**src/rtl/intc_ctrl_if.sv**
```systemverilog
// intc_ctrl_if: bundle of the interrupt controller's source, mask and core
// handshake signals.
//   master : drives src, mask_we/mask_wdata, irq_ack, eoi (core / platform side)
//   slave  : drives mask, pending, irq, PC_handler, irq_id, in_service
//            (the controller itself)
interface intc_ctrl_if #(
  parameter int N_SRC = 4
);
  localparam int IDW = (N_SRC > 1) ? $clog2(N_SRC) : 1;

  logic [N_SRC-1:0] src;
  logic             mask_we;
  logic [N_SRC-1:0] mask_wdata;
  logic [N_SRC-1:0] mask;
  logic [N_SRC-1:0] pending;
  logic             irq;
  logic [31:0]      PC_handler;
  logic [IDW-1:0]   irq_id;
  logic             irq_ack;
  logic             eoi;
  logic             in_service;

  modport master (
    output src, mask_we, mask_wdata, irq_ack, eoi,
    input  mask, pending, irq, PC_handler, irq_id, in_service
  );

  modport slave (
    input  src, mask_we, mask_wdata, irq_ack, eoi,
    output mask, pending, irq, PC_handler, irq_id, in_service
  );
endinterface

```
**src/rtl/intc_ctrl.sv**
```systemverilog
// intc_ctrl: vectored interrupt controller.
//   Latches N_SRC source lines into pending bits (edge or level capture),
//   gates them with a software enable mask, picks the lowest-index eligible
//   source and presents its handler address on PC_handler with irq=1. A
//   request -> ack -> eoi handshake keeps exactly one interrupt in service.
// Ports:
//   clk  : system clock, all state on the rising edge
//   rst  : synchronous active-high reset
//   bus  : intc_ctrl_if.slave (src, mask write, pending/mask status,
//          irq/PC_handler/irq_id request, irq_ack/eoi handshake, in_service)
module intc_ctrl #(
  parameter int          N_SRC      = 4,
  parameter logic [31:0] VEC_BASE   = 32'h0000_0000,
  parameter int          VEC_STRIDE = 4,
  parameter bit          EDGE       = 1'b1
) (
  input  logic         clk,
  input  logic         rst,
  intc_ctrl_if.slave   bus
);
  localparam int IDW = (N_SRC > 1) ? $clog2(N_SRC) : 1;

  typedef enum logic [1:0] {
    IDLE = 2'd0,
    REQ  = 2'd1,
    SVC  = 2'd2
  } state_e;

  state_e           state_r,      state_s;
  logic [N_SRC-1:0] src_q_r;
  logic [N_SRC-1:0] pending_r,    pending_s;
  logic [N_SRC-1:0] mask_r,       mask_s;
  logic             irq_r,        irq_s;
  logic [31:0]      pc_r,         pc_s;
  logic [IDW-1:0]   id_r,         id_s;
  logic             in_service_r, in_service_s;

  logic [N_SRC-1:0] set_s;
  logic [N_SRC-1:0] clr_s;
  logic [N_SRC-1:0] eligible_s;
  logic [IDW-1:0]   sel_idx_s;
  logic             ack_s;

  // Capture, arbitration and handshake next-state logic.
  always_comb begin
    state_s      = state_r;
    irq_s        = irq_r;
    pc_s         = pc_r;
    id_s         = id_r;
    in_service_s = in_service_r;
    sel_idx_s    = {IDW{1'b0}};

    // src_q resets to 0, so a line already high when reset drops is a rise.
    if (EDGE) begin
      set_s = bus.src & ~src_q_r;
    end else begin
      set_s = bus.src;
    end

    if (bus.mask_we) begin
      mask_s = bus.mask_wdata;
    end else begin
      mask_s = mask_r;
    end

    // Arbitration deliberately uses the registered (old) mask.
    eligible_s = pending_r & mask_r;
    // Descending scan so the lowest set index is the last one written.
    for (int i = N_SRC - 1; i >= 0; i--) begin
      sel_idx_s = eligible_s[i] ? IDW'(i) : sel_idx_s;
    end

    ack_s = (state_r == REQ) && bus.irq_ack;
    if (ack_s) begin
      clr_s = {{(N_SRC-1){1'b0}}, 1'b1} << id_r;
    end else begin
      clr_s = {N_SRC{1'b0}};
    end
    // A set on the ack edge wins over the clear.
    pending_s = (pending_r & ~clr_s) | set_s;

    case (state_r)
      IDLE: begin
        if (|eligible_s) begin
          id_s    = sel_idx_s;
          pc_s    = VEC_BASE + (32'(sel_idx_s) * 32'(VEC_STRIDE));
          irq_s   = 1'b1;
          state_s = REQ;
        end else begin
          state_s = IDLE;
        end
      end
      REQ: begin
        // Vector is held: no preemption, no withdrawal on mask change.
        if (bus.irq_ack) begin
          irq_s        = 1'b0;
          in_service_s = 1'b1;
          state_s      = SVC;
        end else begin
          state_s = REQ;
        end
      end
      SVC: begin
        if (bus.eoi) begin
          in_service_s = 1'b0;
          state_s      = IDLE;
        end else begin
          state_s = SVC;
        end
      end
      default: begin
        irq_s        = 1'b0;
        in_service_s = 1'b0;
        state_s      = IDLE;
      end
    endcase
  end

  // State and output registers with synchronous reset.
  always_ff @(posedge clk) begin
    if (rst) begin
      state_r      <= IDLE;
      src_q_r      <= {N_SRC{1'b0}};
      pending_r    <= {N_SRC{1'b0}};
      mask_r       <= {N_SRC{1'b0}};
      irq_r        <= 1'b0;
      pc_r         <= 32'h0000_0000;
      id_r         <= {IDW{1'b0}};
      in_service_r <= 1'b0;
    end else begin
      state_r      <= state_s;
      src_q_r      <= bus.src;
      pending_r    <= pending_s;
      mask_r       <= mask_s;
      irq_r        <= irq_s;
      pc_r         <= pc_s;
      id_r         <= id_s;
      in_service_r <= in_service_s;
    end
  end

  assign bus.mask       = mask_r;
  assign bus.pending    = pending_r;
  assign bus.irq        = irq_r;
  assign bus.PC_handler = pc_r;
  assign bus.irq_id     = id_r;
  assign bus.in_service = in_service_r;
endmodule

```
**src/flat_wrapper.sv**
```systemverilog
// flat-port wrapper written by rule: the top's interface ports become plain ports
module intc_ctrl_flat 
#(
  parameter int          N_SRC      = 4,
  parameter logic [31:0] VEC_BASE   = 32'h0000_0000,
  parameter int          VEC_STRIDE = 4,
  parameter bit          EDGE       = 1'b1
)
  (clk, rst, bus_src, bus_mask_we, bus_mask_wdata, bus_irq_ack, bus_eoi, bus_mask, bus_pending, bus_irq, bus_PC_handler, bus_irq_id, bus_in_service);
  intc_ctrl_if #(.N_SRC(N_SRC)) bus_i ();
  input  logic clk;
  input  logic rst;
  input wire logic [$bits(bus_i.src)-1:0] bus_src;
  input wire logic [$bits(bus_i.mask_we)-1:0] bus_mask_we;
  input wire logic [$bits(bus_i.mask_wdata)-1:0] bus_mask_wdata;
  input wire logic [$bits(bus_i.irq_ack)-1:0] bus_irq_ack;
  input wire logic [$bits(bus_i.eoi)-1:0] bus_eoi;
  output wire logic [$bits(bus_i.mask)-1:0] bus_mask;
  output wire logic [$bits(bus_i.pending)-1:0] bus_pending;
  output wire logic [$bits(bus_i.irq)-1:0] bus_irq;
  output wire logic [$bits(bus_i.PC_handler)-1:0] bus_PC_handler;
  output wire logic [$bits(bus_i.irq_id)-1:0] bus_irq_id;
  output wire logic [$bits(bus_i.in_service)-1:0] bus_in_service;
  assign bus_i.src = bus_src;
  assign bus_i.mask_we = bus_mask_we;
  assign bus_i.mask_wdata = bus_mask_wdata;
  assign bus_i.irq_ack = bus_irq_ack;
  assign bus_i.eoi = bus_eoi;
  assign bus_mask = bus_i.mask;
  assign bus_pending = bus_i.pending;
  assign bus_irq = bus_i.irq;
  assign bus_PC_handler = bus_i.PC_handler;
  assign bus_irq_id = bus_i.irq_id;
  assign bus_in_service = bus_i.in_service;
  intc_ctrl #(.N_SRC(N_SRC), .VEC_BASE(VEC_BASE), .VEC_STRIDE(VEC_STRIDE), .EDGE(EDGE)) u_core (.clk(clk), .rst(rst), .bus(bus_i));
endmodule
```
**config.mk**
```make
export PLATFORM = sky130hd
export DESIGN_NAME = intc_ctrl_flat
export DESIGN_NICKNAME = d
export VERILOG_FILES = /design/src/rtl/intc_ctrl_if.sv /design/src/rtl/intc_ctrl.sv /design/src/flat_wrapper.sv
export SDC_FILE = /design/constraint.sdc
export NUM_CORES = 1
export LEC_CHECK = 0
export CORE_MARGIN = 8
export CORE_UTILIZATION = 38
export CTS_BUF_LIST = sky130_fd_sc_hd__clkbuf_8
export DETAILED_ROUTE_END_ITERATION = 10
export GPL_TIMING_DRIVEN = 1
export PLACE_DENSITY_LB_ADDON = 0.3
export SYNTH_ARGS = -nofsm -noshare
export SYNTH_HDL_FRONTEND = slang
export SYNTH_SLANG_ARGS = --single-unit
```
**constraint.sdc**
```tcl
create_clock -name clk -period 1.61 [get_ports clk]
set_clock_uncertainty 0.1 [all_clocks]
set_input_delay 0.161 -clock clk [delete_from_list [all_inputs] [get_ports clk]]
set_output_delay 0.161 -clock clk [all_outputs]
set_load 0.01 [all_outputs]
```
* Word-level counts from Yosys, hierarchy flattened *
Cells that the tools add are included.

cells by class
  equality and inequality tests = 5
  shifts and indexed selects = 1
  multiplexer cells = 15
  bitwise logic cells = 8
  reduce and logical (&&, ||, !) cells = 6

operators by type and width
  cell                 count
  $and 4x4->4          3
  $mux 2               6
  $not 4->4            2
  $pmux 1 s3           2
  $pmux 2 s3           1
  $reduce_and 3->1     2
  $mux 1               5
  $mux 4               1
  $ne 2x2->1 const B   2
  $or 4x4->4           1
  $reduce_or 4->1      1
  $shl 1x2->4 const A  1
  $eq 2x1->1 const B   1
  $eq 2x2->1 const B   1
  $logic_not 2->1      1
  $ne 2x1->1 const B   1
  $not 1->1            2
  $reduce_and 2->1     1
  $logic_and 1x1->1    1

storage, ports and cells
  bits in registers = 18
  input port bits = 13
  output and inout port bits = 44

* Depth between registers and ports, before layout *
  depth in word-level cells = 6
  depth in mapped cells = 3
  depth with buffers taken out = 3

* Worst setup path before layout *
Ideal clock, no wire load.

  kind = flip-flop to flip-flop
  start point = register u_core.state_r[0]
  end point = register u_core.pending_r[1], in the netlist u_core.bus.pending[1]
  library setup time = 117 ps
  arrival = 1,136 ps
  slack = 257 ps
  stages on the path, launching flop included = 4
  buffers on the path = 0
  clock period less this slack = 1,353 ps
  cells stage by stage = dfxtp_1 -> nand3b_4 -> or3b_1 -> a32o_1

between the ends
  longest elaborated chain between the ends = 6

RTL lines
  element                   line              RTL
  start: declaration        intc_ctrl.sv:29   state_e state_r, state_s;
  start signal: assignment  intc_ctrl.sv:131  state_r <= state_s;
  $eq 2x1->1                intc_ctrl.sv:73   ack_s = (state_r == REQ) && bus.irq_ack;
  $logic_and 1x1->1         intc_ctrl.sv:73
  $mux 4                    intc_ctrl.sv:74   if (ack_s) begin
  $not 4->4                 intc_ctrl.sv:80   pending_s = (pending_r & ~clr_s) | set_s;
  $and 4x4->4               intc_ctrl.sv:80
  $or 4x4->4                intc_ctrl.sv:80
  end signal: assignment    intc_ctrl.sv:124  pending_r <= {N_SRC{1'b0}};
  end signal: assignment    intc_ctrl.sv:133  pending_r <= pending_s;
  end: declaration          intc_ctrl.sv:31   logic [N_SRC-1:0] pending_r, pending_s;

Every way passes these cells.
A chain may end at the register's enable or synchronous reset.

* Worst setup path after layout *
  start point = register u_core.pending_r[3], in the netlist u_core.bus.pending[3]
  end point = output bus_pending[3]

RTL lines
  element           line                RTL
  end: declaration  flat_wrapper.sv:19  output wire logic [$bits(bus_i.pending)-1:0] bus_pending;

No word-level cell between the ends.

==> impl_metrics.json <==
{
  "status": "completed",
  "arrival_ps": 1230,
  "critPathRequiredTime_ps": 1350,
  "route.vias.total": 697,
  "root_buffer": "clkbuf_8",
  "rows": 18,
  "p_total_w": 0.00108,
  "hold_viol": 0,
  "core-area_um2": 2390,
  "synth_edf_count": 0,
  "cts_max_level": 1,
  "die_w_um": 65.3,
  "drv_slew": 0,
  "portBuffers": 26,
  "holdPathStages": 1,
  "cp_max_fo": 4,
  "whs_ps": 317,
  "path_buf_inv": 1,
  "critPathLaunchType": "register",
  "die_h_um": 65.3,
  "slowest_delay_ps": 580,
  "wl_per_cell_um": 12.4,
  "cts_buffers": 3,
  "yosysTopAreaCellShare_pct": 39.0,
  "worst-setup-path-type": "register to output pin",
  "synth_area_leader_cell": "dfxtp_1",
  "cp_cell_sequence": "clkdlybuf4s50_1",
  "place_area_um2": 1100,
  "async_flop_share_pct": 0,
  "ys_types": 21,
  "drv_cap": 0,
  "power_density_nw_per_um2": 930,
  "max_freq_ghz": 0.671,
  "first_pass_iters": 4,
  "rr_worst_depth": 3,
  "synth_most_common_cell": "buf_4",
  "r2r-start": "u_core.state_r[0]",
  "cts_sinks": 18,
  "slowest_stage": "clkdlybuf4s50_1",
  "insertion_delay_ps": 250,
  "syn_inst": 105,
  "grt_max_degree": 11,
  "drc_errors": 0,
  "cts_tree": "done",
  "postSynthAreaPerCell_um2": 8.79,
  "nets": 147,
  "synthTopCellsByArea": "dfxtp_1 (39%), buf_4 (26%), mux2i_1 (4.3%), nand2_1 (4.1%), a21oi_1 (3.3%)",
  "timing.final.crit_share_pct": 92.6,
  "overflow": 0,
  "peakVddDrop_v": 0.000697,
  "n_antenna_cell": 0,
  "reg2reg_to": "u_core.bus.pending[1]",
  "hold_path_class": "register to register",
  "drt-initial-drc-count": 5,
  "gp_congestion": 0.706,
  "seq_area_frac_synth_pct": 39.0,
  "first_global_vias": 697,
  "crit_path_end_kind": "output pin",
  "viasPerCell": 4.28,
  "fin_crit_ps": 1490,
  "r2r_slack_ps": 170,
  "post_cts_buffers": 0,
  "ios": 57,
  "grt_setup_unrepaired": "false",
  "final-setup-viol-count": 0,
  "dp_hpwl_um": 1610,
  "wirelength_um": 2020,
  "ys_top_cells_by_count": "buf_4 (32), dfxtp_1 (18), nand2_1 (10)",
  "cts_buffer_depth": 2,
  "drive_gt1_share_pct": 8.27,
  "final_cell_count_no_fill": 163,
  "dpl.cell_count": 159,
  "syn-cell-area_um2": 923,
  "hold_end": "u_core.bus.pending[3]",
  "grt_pass1_wl_um": 3220,
  "yosysWarnings": 0,
  "syn_to_final_growth_pct": 25.9,
  "path_clk_slew_ps": 70,
  "worstHoldStart": "u_core.src_q_r[3]",
  "synth_ff_type": "dfxtp_1",
  "start_util_pct": 38.7,
  "setup_tns_ps": 0,
  "critical_path.top_delay_family": "buffers and inverters",
  "dieArea_um2": 4260,
  "antenna_found_initial": 0,
  "ys_ff_latch": 18,
  "grt_usage_pct": 9.46,
  "fin_area_um2": 1160,
  "ant_nets": 0,
  "power_leakage_nw": 0.520
}
-- kinds of logic after synthesis --
| family | count (synthesis) | synth area share, % |
|---|---|---|
| compound gates | 21 | 15.0 |
| other cells | 1 | 0.406 |
| flops | 18 | 39.0 |
| simple gates | 22 | 12.3 |
| buf+inv | 39 | 28.9 |
| mux | 4 | 4.34 |
-- worst max path at each step --
stage / depth (start not counted) / start / to / slack (ps)
after floorplan: 3 / u_core.state_r[0] / u_core.bus.pending[1] / 260
after global placement: 4 / bus_irq_ack / u_core.bus.pending[1] / -30
after detailed placement: 4 / bus_irq_ack / u_core.bus.pending[1] / -50
after CTS: 1 / u_core.bus.irq_id[1] / bus_PC_handler[3] / 30
after global routing: 1 / u_core.bus.irq_id[0] / bus_PC_handler[2] / 70
final: 1 / u_core.bus.pending[3] / bus_pending[3] / 120
-- cell usage in the layout (no fill, tap or decap), types with 2 or more instances in the layout --
cell              n
clkdlybuf4s50_1  26
conb_1           30
a21oi_1           6
dfxtp_1          16
buf_4             3
mux2i_1           4
o21ai_0           6
inv_1             5
nor2b_1           2
nor2_1            7
clkbuf_8          4
or3b_1            2
nand2_1          10
a22o_1            2
dfxtp_2           2
a32o_1            2
-- sequential cells by signal, summed over array words and instances, names as in the netlist --
register               flops
u_core.bus.irq             1
u_core.state_r             2
u_core.bus.pending         4
u_core.src_q_r             4
u_core.bus.mask            4
u_core.bus.in_service      1
u_core.bus.irq_id          2
-- final cells by class --
| cell class | instances | area (um2) |
|---|---|---|
| clock buffers | 4 | 55.1 |
| fillers | 247 | 1220 |
| inverters | 5 | 18.8 |
| multi-input cells | 77 | 405 |
| flip-flops and latches | 18 | 363 |
| well taps | 30 | 37.5 |
| repair buffers | 29 | 283 |
-- where the power goes --
| part | switching, W | leakage [nW] | internal (W) |
|---|---|---|---|
| clock network | 0.000147 | 0.0288 | 0.000217 |
| logic | 0.0000993 | 0.342 | 0.000104 |
| registers | 0.0000343 | 0.150 | 0.000479 |
| total | 0.000280 | 0.520 | 0.000800 |
-- routing by layer --
layer | wire length (um) | vias to the layer above | part of all wire (%) | global-route usage [%]
met5 | 0 | - | 0 | 0
met4 | 36 | 0 | 1.8 | 5.72
met3 | 302 | 4 | 15 | 4.59
met2 | 897 | 39 | 44 | 14.8
met1 | 785 | 310 | 39 | 10.1
li1 | - | 344 | - | -
-- what timing repair did --
| action | CTS | global route |
|---|---|---|
| hold buffers | 0 | 0 |
| endpoints found under the setup margin | 0 | 3 |
| resized for setup | 0 | 2 |
-- metrics by stage --
stage               setup slack (ps)  util, %
global route                    69.9     48.7
finish                           119     48.7
CTS                             31.8     48.6
detailed placement             -46.1     46.3
floorplan                        257        -
global placement               -30.1     46.3
Power figures use the tool's default switching activity.
